--- src/rtl/program_sequencer_stack_if.sv ---
// ---------------------------------------------------------------------------
// program_sequencer_stack_if
//   Decoder/sequencer bundle for the program sequencer. The decoder side
//   (master) drives the control requests and the jump target. The sequencer
//   (slave) returns the fetch address, the PC and the return-stack status.
//
//   Signals (master -> slave):
//     hold      stall; PC and stack frozen
//     jmp       unconditional jump
//     jmp_nz    jump when dont_jmp==0
//     dont_jmp  zero flag from the computational unit
//     call      push return address, then jump
//     ret       pop return address into PC
//     jmp_addr  [TW]  low bits of the jump/call target
//   Signals (slave -> master):
//     pm_addr   [AW]  combinational next fetch address
//     pc        [AW]  registered PC
//     sp        [SPW] number of valid stack entries
//     stack_full, stack_empty, stack_err
// ---------------------------------------------------------------------------
interface program_sequencer_stack_if #(
  parameter int AW  = 8,
  parameter int TW  = 4,
  parameter int SPW = 3
);
  logic           hold;
  logic           jmp;
  logic           jmp_nz;
  logic           dont_jmp;
  logic           call;
  logic           ret;
  logic [TW-1:0]  jmp_addr;
  logic [AW-1:0]  pm_addr;
  logic [AW-1:0]  pc;
  logic [SPW-1:0] sp;
  logic           stack_full;
  logic           stack_empty;
  logic           stack_err;

  modport master (
    output hold, jmp, jmp_nz, dont_jmp, call, ret, jmp_addr,
    input  pm_addr, pc, sp, stack_full, stack_empty, stack_err
  );

  modport slave (
    input  hold, jmp, jmp_nz, dont_jmp, call, ret, jmp_addr,
    output pm_addr, pc, sp, stack_full, stack_empty, stack_err
  );
endinterface

--- src/rtl/program_sequencer_stack.sv ---
// ---------------------------------------------------------------------------
// program_sequencer_stack
//   Program sequencer with a hardware return stack. Produces the next
//   program-memory fetch address combinationally and registers it as the PC
//   on every rising edge. Supports jmp, jmp_nz, call and ret with a fixed
//   priority: reset > hold > ret > call > jmp > jmp_nz > increment.
//
//   Ports:
//     clk         clock; all state updates on posedge
//     sync_reset  synchronous active-high reset (pc, sp and error cleared)
//     bus         program_sequencer_stack_if.slave (controls in, status out)
//
//   Parameters:
//     AW     program address width
//     TW     jump-target width (TW<=AW); target is page-relative to the PC
//     DEPTH  return-stack entries (>=1)
//     SPW    stack-pointer width, 2**SPW > DEPTH
// ---------------------------------------------------------------------------
module program_sequencer_stack #(
  parameter int AW    = 8,
  parameter int TW    = 4,
  parameter int DEPTH = 4,
  parameter int SPW   = 3
) (
  input  logic                      clk,
  input  logic                      sync_reset,
  program_sequencer_stack_if.slave  bus
);

  localparam int IW = (DEPTH > 1) ? $clog2(DEPTH) : 1;
  localparam logic [SPW-1:0] SP_FULL = SPW'(DEPTH);

  logic [AW-1:0]  r_pc;
  logic [SPW-1:0] r_sp;
  logic           r_err;
  logic [AW-1:0]  r_stack [DEPTH];

  logic [AW-1:0]  w_pc_inc;
  logic [AW-1:0]  w_tgt;
  logic [AW-1:0]  w_pm_addr;
  logic           w_full;
  logic           w_empty;
  logic           w_push;
  logic           w_pop;
  logic           w_err_set;
  logic [IW-1:0]  w_push_idx;
  logic [IW-1:0]  w_top_idx;

  // Natural AW-bit width makes the increment wrap from all-ones to zero,
  // and the pushed return address wraps the same way.
  assign w_pc_inc = r_pc + 1'b1;

  // Target keeps the upper PC bits (same page); full-width target is absolute.
  generate
    if (TW == AW) begin : g_abs_tgt
      assign w_tgt = bus.jmp_addr;
    end else begin : g_page_tgt
      assign w_tgt = {r_pc[AW-1:TW], bus.jmp_addr};
    end
  endgenerate

  assign w_full     = (r_sp == SP_FULL);
  assign w_empty    = (r_sp == '0);
  assign w_push_idx = IW'(r_sp);
  assign w_top_idx  = IW'(r_sp - 1'b1);

  // Next-address selection in strict priority order; lower-priority requests
  // are simply ignored in the same cycle.
  always_comb begin
    // NOTE: every output of this block gets a default first so no path
    // leaves a value unassigned, which would otherwise infer a latch.
    w_pm_addr = w_pc_inc;
    w_push    = 1'b0;
    w_pop     = 1'b0;
    w_err_set = 1'b0;
    if (sync_reset) begin
      w_pm_addr = '0;
    end else if (bus.hold) begin
      w_pm_addr = r_pc;
    end else if (bus.ret) begin
      if (!w_empty) begin
        w_pm_addr = r_stack[w_top_idx];
        w_pop     = 1'b1;
      end else begin
        w_err_set = 1'b1;                 // underflow: behaves as a NOP
      end
    end else if (bus.call) begin
      if (!w_full) begin
        w_pm_addr = w_tgt;
        w_push    = 1'b1;
      end else begin
        w_err_set = 1'b1;                 // overflow: behaves as a NOP
      end
    end else if (bus.jmp) begin
      w_pm_addr = w_tgt;
    end else if (bus.jmp_nz && !bus.dont_jmp) begin
      w_pm_addr = w_tgt;
    end
  end

  // Control state: PC, stack pointer and sticky error flag.
  always_ff @(posedge clk) begin
    // NOTE: non-blocking assignments so every register samples the values
    // from before this edge, independent of statement order.
    if (sync_reset) begin
      r_pc  <= '0;
      r_sp  <= '0;
      r_err <= 1'b0;
    end else begin
      r_pc <= w_pm_addr;
      if (w_push) begin
        r_sp <= r_sp + 1'b1;
      end else if (w_pop) begin
        r_sp <= r_sp - 1'b1;
      end
      if (w_err_set) begin
        r_err <= 1'b1;
      end
    end
  end

  // NOTE: stack storage has no reset; entries above sp are never read, so
  // clearing them would only add reset fan-out to a plain register file.
  always_ff @(posedge clk) begin
    if (w_push) begin
      r_stack[w_push_idx] <= w_pc_inc;
    end
  end

  assign bus.pm_addr     = w_pm_addr;
  assign bus.pc          = r_pc;
  assign bus.sp          = r_sp;
  assign bus.stack_full  = w_full;
  assign bus.stack_empty = w_empty;
  assign bus.stack_err   = r_err;

endmodule

--- src/flat_wrapper.sv ---
// flat-port wrapper written by rule: the top's interface ports become plain ports
module program_sequencer_stack_flat 
#(
  parameter int AW    = 8,
  parameter int TW    = 4,
  parameter int DEPTH = 4,
  parameter int SPW   = 3
)
  (clk, sync_reset, bus_hold, bus_jmp, bus_jmp_nz, bus_dont_jmp, bus_call, bus_ret, bus_jmp_addr, bus_pm_addr, bus_pc, bus_sp, bus_stack_full, bus_stack_empty, bus_stack_err);
  program_sequencer_stack_if #(.AW(AW), .TW(TW), .SPW(SPW)) bus_i ();
  input  logic clk;
  input  logic sync_reset;
  input wire logic [$bits(bus_i.hold)-1:0] bus_hold;
  input wire logic [$bits(bus_i.jmp)-1:0] bus_jmp;
  input wire logic [$bits(bus_i.jmp_nz)-1:0] bus_jmp_nz;
  input wire logic [$bits(bus_i.dont_jmp)-1:0] bus_dont_jmp;
  input wire logic [$bits(bus_i.call)-1:0] bus_call;
  input wire logic [$bits(bus_i.ret)-1:0] bus_ret;
  input wire logic [$bits(bus_i.jmp_addr)-1:0] bus_jmp_addr;
  output wire logic [$bits(bus_i.pm_addr)-1:0] bus_pm_addr;
  output wire logic [$bits(bus_i.pc)-1:0] bus_pc;
  output wire logic [$bits(bus_i.sp)-1:0] bus_sp;
  output wire logic [$bits(bus_i.stack_full)-1:0] bus_stack_full;
  output wire logic [$bits(bus_i.stack_empty)-1:0] bus_stack_empty;
  output wire logic [$bits(bus_i.stack_err)-1:0] bus_stack_err;
  assign bus_i.hold = bus_hold;
  assign bus_i.jmp = bus_jmp;
  assign bus_i.jmp_nz = bus_jmp_nz;
  assign bus_i.dont_jmp = bus_dont_jmp;
  assign bus_i.call = bus_call;
  assign bus_i.ret = bus_ret;
  assign bus_i.jmp_addr = bus_jmp_addr;
  assign bus_pm_addr = bus_i.pm_addr;
  assign bus_pc = bus_i.pc;
  assign bus_sp = bus_i.sp;
  assign bus_stack_full = bus_i.stack_full;
  assign bus_stack_empty = bus_i.stack_empty;
  assign bus_stack_err = bus_i.stack_err;
  program_sequencer_stack #(.AW(AW), .TW(TW), .DEPTH(DEPTH), .SPW(SPW)) u_core (.clk(clk), .sync_reset(sync_reset), .bus(bus_i));
endmodule
--- config.mk ---
export PLATFORM = sky130hd
export DESIGN_NAME = program_sequencer_stack_flat
export DESIGN_NICKNAME = d
export VERILOG_FILES = /design/src/rtl/program_sequencer_stack_if.sv /design/src/rtl/program_sequencer_stack.sv /design/src/flat_wrapper.sv
export SDC_FILE = /design/constraint.sdc
export NUM_CORES = 1
export LEC_CHECK = 0
export BUFFER_PORTS_ARGS = -buffer_cell sky130_fd_sc_hd__buf_2
export CORE_UTILIZATION = 45
export CTS_CLUSTER_SIZE = 12
export DETAILED_ROUTE_END_ITERATION = 10
export PLACE_DENSITY = 0.65
export SLEW_MARGIN = 20
export SYNTH_ARGS = -nofsm -noshare
export SYNTH_HDL_FRONTEND = slang
export SYNTH_SLANG_ARGS = --single-unit
--- constraint.sdc ---
create_clock -name clk -period 4.82 [get_ports clk]
set_clock_uncertainty 0.2 [all_clocks]
set_input_delay 0.964 -clock clk [delete_from_list [all_inputs] [get_ports clk]]
set_output_delay 0.964 -clock clk [all_outputs]
set_load 0.02 [all_outputs]
==> results of run 1 <==
kinds of logic after synthesis:
group,Yosys count,share of synthesized area (%)
DFF,44,54.4
buffers and inverters,19,3.80
xor gates and xnor gates,8,3.17
and+or+nand+nor,44,11.3
AOI/OAI and AO/OA,39,15.3
muxes,9,8.61
adders and majority gates,6,3.40
routing by layer:
layer | vias up | part of all wire, % | track usage (%) | wire length [µm]
met4 | 0 | 0.72 | 7.41 | 33
met1 | 751 | 44 | 26.0 | 1990
met2 | 43 | 51 | 30.9 | 2320
li1 | 715 | - | - | -
met3 | 2 | 5.2 | 4.58 | 236
met5 | - | 0 | 0 | 0
tightest hold or removal path, cell delays in order, from the launching register on:
cell	delay, ps
dfxtp_1	340
a31oi_1	40
nor2_1	80
power by group:
| part | total (mW) | internal [mW] | switching [mW] |
|---|---|---|---|
| combinational | 0.188 | 0.0720 | 0.116 |
| clock | 0.275 | 0.155 | 0.120 |
| sequential | 0.434 | 0.421 | 0.0125 |
| total | 0.897 | 0.649 | 0.249 |
sequential cells by signal (all words and copies together), names as in the netlist:
register and cells:
u_core.bus.pc 8, u_core.r_stack 32, u_core.bus.sp 3, u_core.bus.stack_err 1
cell usage after synthesis, types with 2 or more instances:
cell	instances	area [µm²]
ha_1	6	75.1
o21ai_0	2	10.0
nand3_1	2	10.0
nand2_1	10	37.5
xor2_1	3	26.3
clkbuf_1	5	18.8
and3_1	3	18.8
and2_1	5	31.3
nand2b_1	2	12.5
edfxtp_1	32	961
o21bai_1	2	15.0
nor2_2	2	12.5
a21oi_1	10	50.1
a311oi_1	4	35.0
mux4_2	8	180
o41ai_1	2	17.5
nand3b_1	2	15.0
xnor2_1	5	43.8
nor2_1	9	33.8
a2111oi_2	4	60.1
buf_2	4	20.0
inv_1	8	30.0
a2111oi_0	3	26.3
dfxtp_1	12	240
a221oi_1	4	35.0
metrics by stage:
stage | util (%) | area [µm²] | setup WS, ps | hold WS (ps) | instances
floorplan | - | 2210 | 939 | 380 | 169
global placement | 51.1 | 2410 | 1240 | 250 | 260
detailed placement | 51.1 | 2410 | 1200 | 283 | 260
CTS | 53.4 | 2520 | 926 | 300 | 268
global route | 53.4 | 2520 | 719 | 329 | 268
finish | 53.4 | 2520 | 973 | 293 | 268
cells in the final DEF, fill, tap and decap left out, types with 3 or more instances in the layout:
cell type  netlist  final
a2111oi_0        3      3
a2111oi_2        4      4
a21oi_1         10     10
a221oi_1         4      4
a311oi_1         4      4
and2_1           5      5
and3_1           3      3
buf_2            4     33
clkbuf_8         0      5
dfxtp_1         12     12
edfxtp_1        32     32
ha_1             6      6
inv_1            8      8
mux4_2           8      8
nand2_1         10     10
nor2_1           9      9
xnor2_1          5      5
xor2_1           3      3
area by class of cell:
class	instances	area (µm²)	area share, %
repair buffers	34	173	6.85
clock inverters	1	30.0	1.19
flip-flops and latches	44	1200	47.6
well taps	67	83.8	3.33
inverters	9	33.8	1.34
clock buffers	7	76.3	3.03
multi-input cells	106	923	36.6
worst paths after layout:
| path | from | end | slack [ps] | cells past startpoint |
|---|---|---|---|---|
| min | u_core.bus.stack_err | u_core.bus.stack_err | 290 | 2 |
| max reg2reg | u_core.bus.sp[0] | u_core.r_stack[1][7] | 2180 | 7 |
| max | u_core.bus.sp[0] | bus_pm_addr[7] | 970 | 9 |
| min reg2reg | u_core.bus.stack_err | u_core.bus.stack_err | 290 | 2 |
==> results.ini, run 1 <==
[yosys]
synth_seq_cells = 44
ys_warn_count = 0
async_flop_share_pct = 0
synth_edf_count = 32
ys_types = 45
synth.cell_area_um2 = 2210
netlist_instances = 169
synth_nets = 187
syn_avg_cell_area_um2 = 13.1
synth-main-ff-cell = edfxtp_1
ys_seq_area_share_pct = 54.4

[timing]
fmax_mhz = 260
tightest_slew_ps = 545
hold_viol_final = 0
fin_setup_tns_ps = 0
relSlewSlack_pct = 62.8
period_needed_ps = 3850
final_max_slew_viol_count = 0
setup_viol = 0
finalCritPeriodShare_pct = 79.8
grt_setup_unrepaired = no

[floorplanning]
core_area_um2 = 4720
ios = 34
die_w_um = 72.1
die_h_um = 72.1
num_rows = 25
initial_core_util_pct = 46.8
die_area_um2 = 5190

[clock_tree]
postCtsSetupBuffers = 0
cts-root-buf = clkbuf_8
cts_tree = yes
clk_pin_slew_worst_paths_ps = 90
post_cts_resized = 0
cts_inserted_buffers = 5
htreeDepth = 2
tritoncts_num_sinks = 44
holdBufCountCts = 0
cts_max_path_buffers = 2
clkLatencyLatePin_ps = 290

[finish]
antenna_cells = 0
drive_above_1_share_pct = 30.3
fillers = 402
syn_to_final_growth_pct = 14.2
nets = 218

[route]
dr_total_vias = 1511
dr.pass1.iters = 5
wl_mm = 4.58
first_iter_violations = 109
wl_per_cell_um = 17.1
via_per_inst = 5.64
drcViolationCount = 0
ant_nets = 0

[power]
ir_worst_vdd_mv = 0.206
p_leak_nw = 0.924
power.density_nw_per_um2 = 356
total_power_uw = 897

[grt]
track_usage_pct = 19.4
antenna_found_initial = 0
grt_overflow = 0
grt_pass1_vias = 1499
grt_max_degree = 22
grt_pass1_wl_mm = 7.45

[critical_path]
critical-path-slowest-cell = a221oi_4
cp_max_fo = 13
worst_ep_required_time_ps = 3660
crit_family = compound AO/OA/AOI/OAI gates
start_kind = flip-flop
end_kind = primary output
critical_path_arrival_ps = 2680
path_buf_inv = 4
cpPeakStageDelay_ps = 510
cp_cell_sequence = buf_4 > inv_1 > ha_1 > nand2_2 > inv_2 > a221oi_4 > nor3_4 > a2111oi_2 > buf_2
critical_path_class = flip-flop to primary output

[place]
dp_hpwl_mm = 3.22
port_buffers = 33
place_congestion = 0.793

[worst_hold_path]
holdCritPathClass = flip-flop to flip-flop

[job]
maxCapViolCount = 0

[outcome]
status = finished clean

No activity file was read; power rests on OpenSTA's default activity.
==> inputs of run 2 (changes only) <==
clock period = 3.59 ns   (was 4.82 ns; I/O delays follow)
==> results.ini, run 2 (same netlist as run 1, synthesis figures left out) <==
[power]
total_power_mw = 1.21
power.density_nw_per_um2 = 477
p_leak_nw = 0.935
ir_worst_vdd_mv = 0.241

[timing]
relSlewSlack_pct = 59.0
fin_setup_tns_ps = 0
grt_setup_unrepaired = no
final_max_slew_viol_count = 0
setup_viol = 0
hold_viol_final = 0
finalCritPeriodShare_pct = 91.2
fmax_mhz = 305
tightest_slew_ps = 599
period_needed_ps = 3280

[place]
dp_hpwl_mm = 3.15
port_buffers = 33
place_congestion = 0.789

[worst_hold_path]
holdCritPathClass = flip-flop to flip-flop

[grt]
antenna_found_initial = 0
grt_overflow = 0
grt_pass1_vias = 1439
grt_max_degree = 22
track_usage_pct = 19.6
grt_pass1_wl_mm = 7.42

[finish]
syn_to_final_growth_pct = 15.1
final_cell_mix = buf_2, edfxtp_1, dfxtp_1
largest-register = u_core.r_stack
fillers = 431
antenna_cells = 0
final_common_cell = buf_2
largest_reg_flops = 32
drive_above_1_share_pct = 32.0
nets = 220

[route]
dr_total_vias = 1530
ant_nets = 0
wl_mm = 4.70
via_per_inst = 5.67
wl_per_cell_um = 17.4
drcViolationCount = 0
dr.pass1.iters = 4
first_iter_violations = 104

[clock_tree]
clk_pin_slew_worst_paths_ps = 80
tritoncts_num_sinks = 44
clkLatencyLatePin_ps = 290
cts-root-buf = clkbuf_8
cts_inserted_buffers = 5
holdBufCountCts = 0
cts_tree = yes
cts_max_path_buffers = 2
htreeDepth = 2

[critical_path]
worst_ep_required_time_ps = 2670
critical_path_arrival_ps = 2360
start_kind = flip-flop
critical_path_class = flip-flop to primary output
end_kind = primary output
cp_max_fo = 8

[floorplanning]
num_rows = 25
die_h_um = 72.1
die_w_um = 72.1
initial_core_util_pct = 46.8
ios = 34
core_area_um2 = 4720
die_area_um2 = 5190

[job]
maxCapViolCount = 0

[outcome]
status = finished clean

-- run 2: per-layer routing --
| metal | part of all wire, % | routed length [µm] | track usage (%) | vias up |
|---|---|---|---|---|
| li1 | - | - | - | 720 |
| met1 | 47 | 2230 | 29.2 | 757 |
| met2 | 46 | 2160 | 28.8 | 51 |
| met3 | 6.0 | 284 | 4.44 | 2 |
| met4 | 0.58 | 27 | 5.66 | 0 |
| met5 | 0 | 0 | 0 | - |
-- run 2: repair_timing --
| action | 4_1_cts | 5_1_grt |
|---|---|---|
| setup buffers | 0 | 2 |
| resized for setup | 0 | 1 |
| hold endpoints to repair | 0 | 0 |
| setup endpoints to repair | 0 | 4 |
-- run 2: per-stage QoR --
| stage | cells | worst slack, ps | util, % | hold slack [ps] | area, µm² |
|---|---|---|---|---|---|
| 5_1_grt | 270 | 75.0 | 53.8 | 311 | 2540 |
| 2_1_floorplan | 169 | 78.3 | - | 380 | 2210 |
| 4_1_cts | 268 | 161 | 53.4 | 277 | 2520 |
| 6_report | 270 | 315 | 53.8 | 279 | 2540 |
| 3_5_place_dp | 260 | 448 | 51.2 | 258 | 2420 |
| 3_3_place_gp | 260 | 517 | 51.2 | 247 | 2420 |
-- run 2: critical path: stages (launching register included) --
cell	delay (ps)
dfxtp_1	380
inv_1	110
ha_2	230
nand2_2	110
inv_2	60
a221oi_4	340
buf_4	200
nor3_4	70
a311oi_1	340
buf_2	220
-- run 2: final timing paths --
path              slack [ps]  depth (start not counted)                   end                 start
setup / recovery         310                          9        bus_pm_addr[4]      u_core.bus.sp[1]
hold / removal           280                          2  u_core.bus.stack_err  u_core.bus.stack_err
setup reg to reg        1240                          6  u_core.r_stack[0][3]      u_core.bus.sp[1]
hold reg to reg          280                          2  u_core.bus.stack_err  u_core.bus.stack_err
-- run 2: area by class of cell --
class / instances / area (µm²) / area share [%]
clock inverter: 2 / 35.0 / 1.38
timing repair buffer: 36 / 188 / 7.39
tap: 67 / 83.8 / 3.30
multi-input combinational: 106 / 927 / 36.5
inverter: 9 / 33.8 / 1.33
clock buffer: 6 / 72.6 / 2.86
sequential: 44 / 1200 / 47.3
-- run 2: where the power goes --
group	internal [mW]	switching (mW)	total, mW
combinational	0.101	0.157	0.258
sequential	0.566	0.0174	0.583
clock	0.207	0.164	0.370
==> inputs of run 3 (changes only) <==
MAX_ROUTING_LAYER = met4   (was unset)
REMOVE_ABC_BUFFERS = 1   (was unset)
==> results.ini, run 3 (same netlist as run 1, synthesis figures left out) <==
[critical_path]
cpPeakStageDelay_ps = 520
cp_max_fo = 8
critical-path-slowest-cell = a221oi_4
worst_ep_required_time_ps = 2670
start_kind = flip-flop
end_kind = primary output
critical_path_arrival_ps = 2490
critical_path_class = flip-flop to primary output
cp_cell_sequence = inv_1 > ha_1 > nand2_2 > inv_2 > a221oi_4 > nor3_4 > a2111oi_2 > buf_2

[clock_tree]
clkLatencyLatePin_ps = 300
post_cts_resized = 0
tritoncts_num_sinks = 44
holdBufCountCts = 0
clk_pin_slew_worst_paths_ps = 80
htreeDepth = 2
cts_max_path_buffers = 2
cts-root-buf = clkbuf_8
postCtsSetupBuffers = 0
cts_tree = yes
cts_inserted_buffers = 5

[grt]
grt.busiest_layer = met2
met1_usage_pct = 24.8
grt_use_met2_pct = 35.0
grt_max_degree = 22
grt_pass1_vias = 1525
grt_pass1_wl_mm = 7.64
grt_overflow = 0
antenna_found_initial = 0
met3_usage_pct = 4.58
track_usage_pct = 20.9

[finish]
final_cell_mix = buf_2, edfxtp_1, dfxtp_1
antenna_cells = 0
drive_above_1_share_pct = 31.2
largest_reg_flops = 32
nets = 219
largest-register = u_core.r_stack
final_common_cell = buf_2
syn_to_final_growth_pct = 13.7
fin_cells = 269
fillers = 427

[power]
p_leak_nw = 0.914
ir_worst_vdd_mv = 0.228
intPower_uw = 800
power_frac_comb_pct = 22.7
pwr-share-seq_pct = 50.9
sw_frac_of_total_pct = 30.2
pwr-share-clk_pct = 26.4
power.density_nw_per_um2 = 456
p_sw_uw = 345

[floorplanning]
die_area_um2 = 5190
num_rows = 25
die_w_um = 72.1
core_area_um2 = 4720
ios = 34
die_h_um = 72.1
initial_core_util_pct = 46.8

[timing]
hold_viol_final = 0
fmax_mhz = 293
hold_ws_ps = 294
tightest_slew_ps = 503
setup_viol = 0
fin_setup_tns_ps = 0
relSlewSlack_pct = 65.6
grt_setup_unrepaired = no
worst_slack_ps = 182
finalCritPeriodShare_pct = 94.9
final_max_slew_viol_count = 0
period_needed_ps = 3410

[place]
dp.cells = 261
place_congestion = 0.906
port_buffers = 33
dp_hpwl_mm = 3.40
place_ws_ps = 438

[route]
via_per_inst = 5.67
dr.pass1.iters = 4
drcViolationCount = 0
wl_per_cell_um = 17.9
first_iter_violations = 109
dr_total_vias = 1524
ant_nets = 0
wl_mm = 4.83

[outcome]
status = finished clean

[worst_hold_path]
holdCritPathClass = flip-flop to flip-flop

[job]
maxCapViolCount = 0

==> run 3: power groups by stage <==
stage	logic, mW	clock network (mW)	registers, mW
5_1_grt	0.284	0.330	0.585
6_report	0.260	0.302	0.583
3_5_place_dp	0.258	0	0.595
4_1_cts	0.260	0.309	0.583
2_1_floorplan	0.155	0	0.613
3_3_place_gp	0.252	0	0.594
==> run 3: metal layers <==
layer | wire [µm] | part of all wire [%]
met1 | 2140 | 44
met2 | 2390 | 49
met3 | 199 | 4.1
met4 | 101 | 2.1
met5 | 0 | 0
==> run 3: worst paths after layout <==
check / start / end / slack, ps / cells past startpoint
hold / removal: u_core.bus.stack_err / u_core.bus.stack_err / 290 / 2
setup / recovery: u_core.bus.sp[1] / bus_pm_addr[5] / 180 / 8
hold reg to reg: u_core.bus.stack_err / u_core.bus.stack_err / 290 / 2
setup reg to reg: u_core.bus.sp[1] / u_core.r_stack[2][4] / 1050 / 6
==> run 3: worst max-delay path: cells and delay by family (launching register included) <==
family	cells	cell delay (ps)
AOI/OAI and AO/OA	2	860
buffers and inverters	3	400
adders and majority gates	1	280
and+or+nand+nor	2	270
DFF	1	370
==> run 3: per-stage QoR <==
stage | power [mW] | area [µm²] | util [%]
2_1_floorplan | 0.767 | 2160 | -
3_3_place_gp | 0.846 | 2420 | 51.3
3_5_place_dp | 0.853 | 2420 | 51.3
4_1_cts | 1.15 | 2510 | 53.1
5_1_grt | 1.20 | 2510 | 53.1
6_report | 1.14 | 2510 | 53.1
==> run 3: final cells by class <==
class / count / area (µm²) / share of cell area [%]
clock buffer: 5 / 68.8 / 2.74
tap: 67 / 83.8 / 3.34
multi-input combinational: 106 / 923 / 36.8
clock inverter: 3 / 18.8 / 0.748
timing repair buffer: 35 / 180 / 7.18
sequential: 44 / 1200 / 47.9
inverter: 9 / 33.8 / 1.35
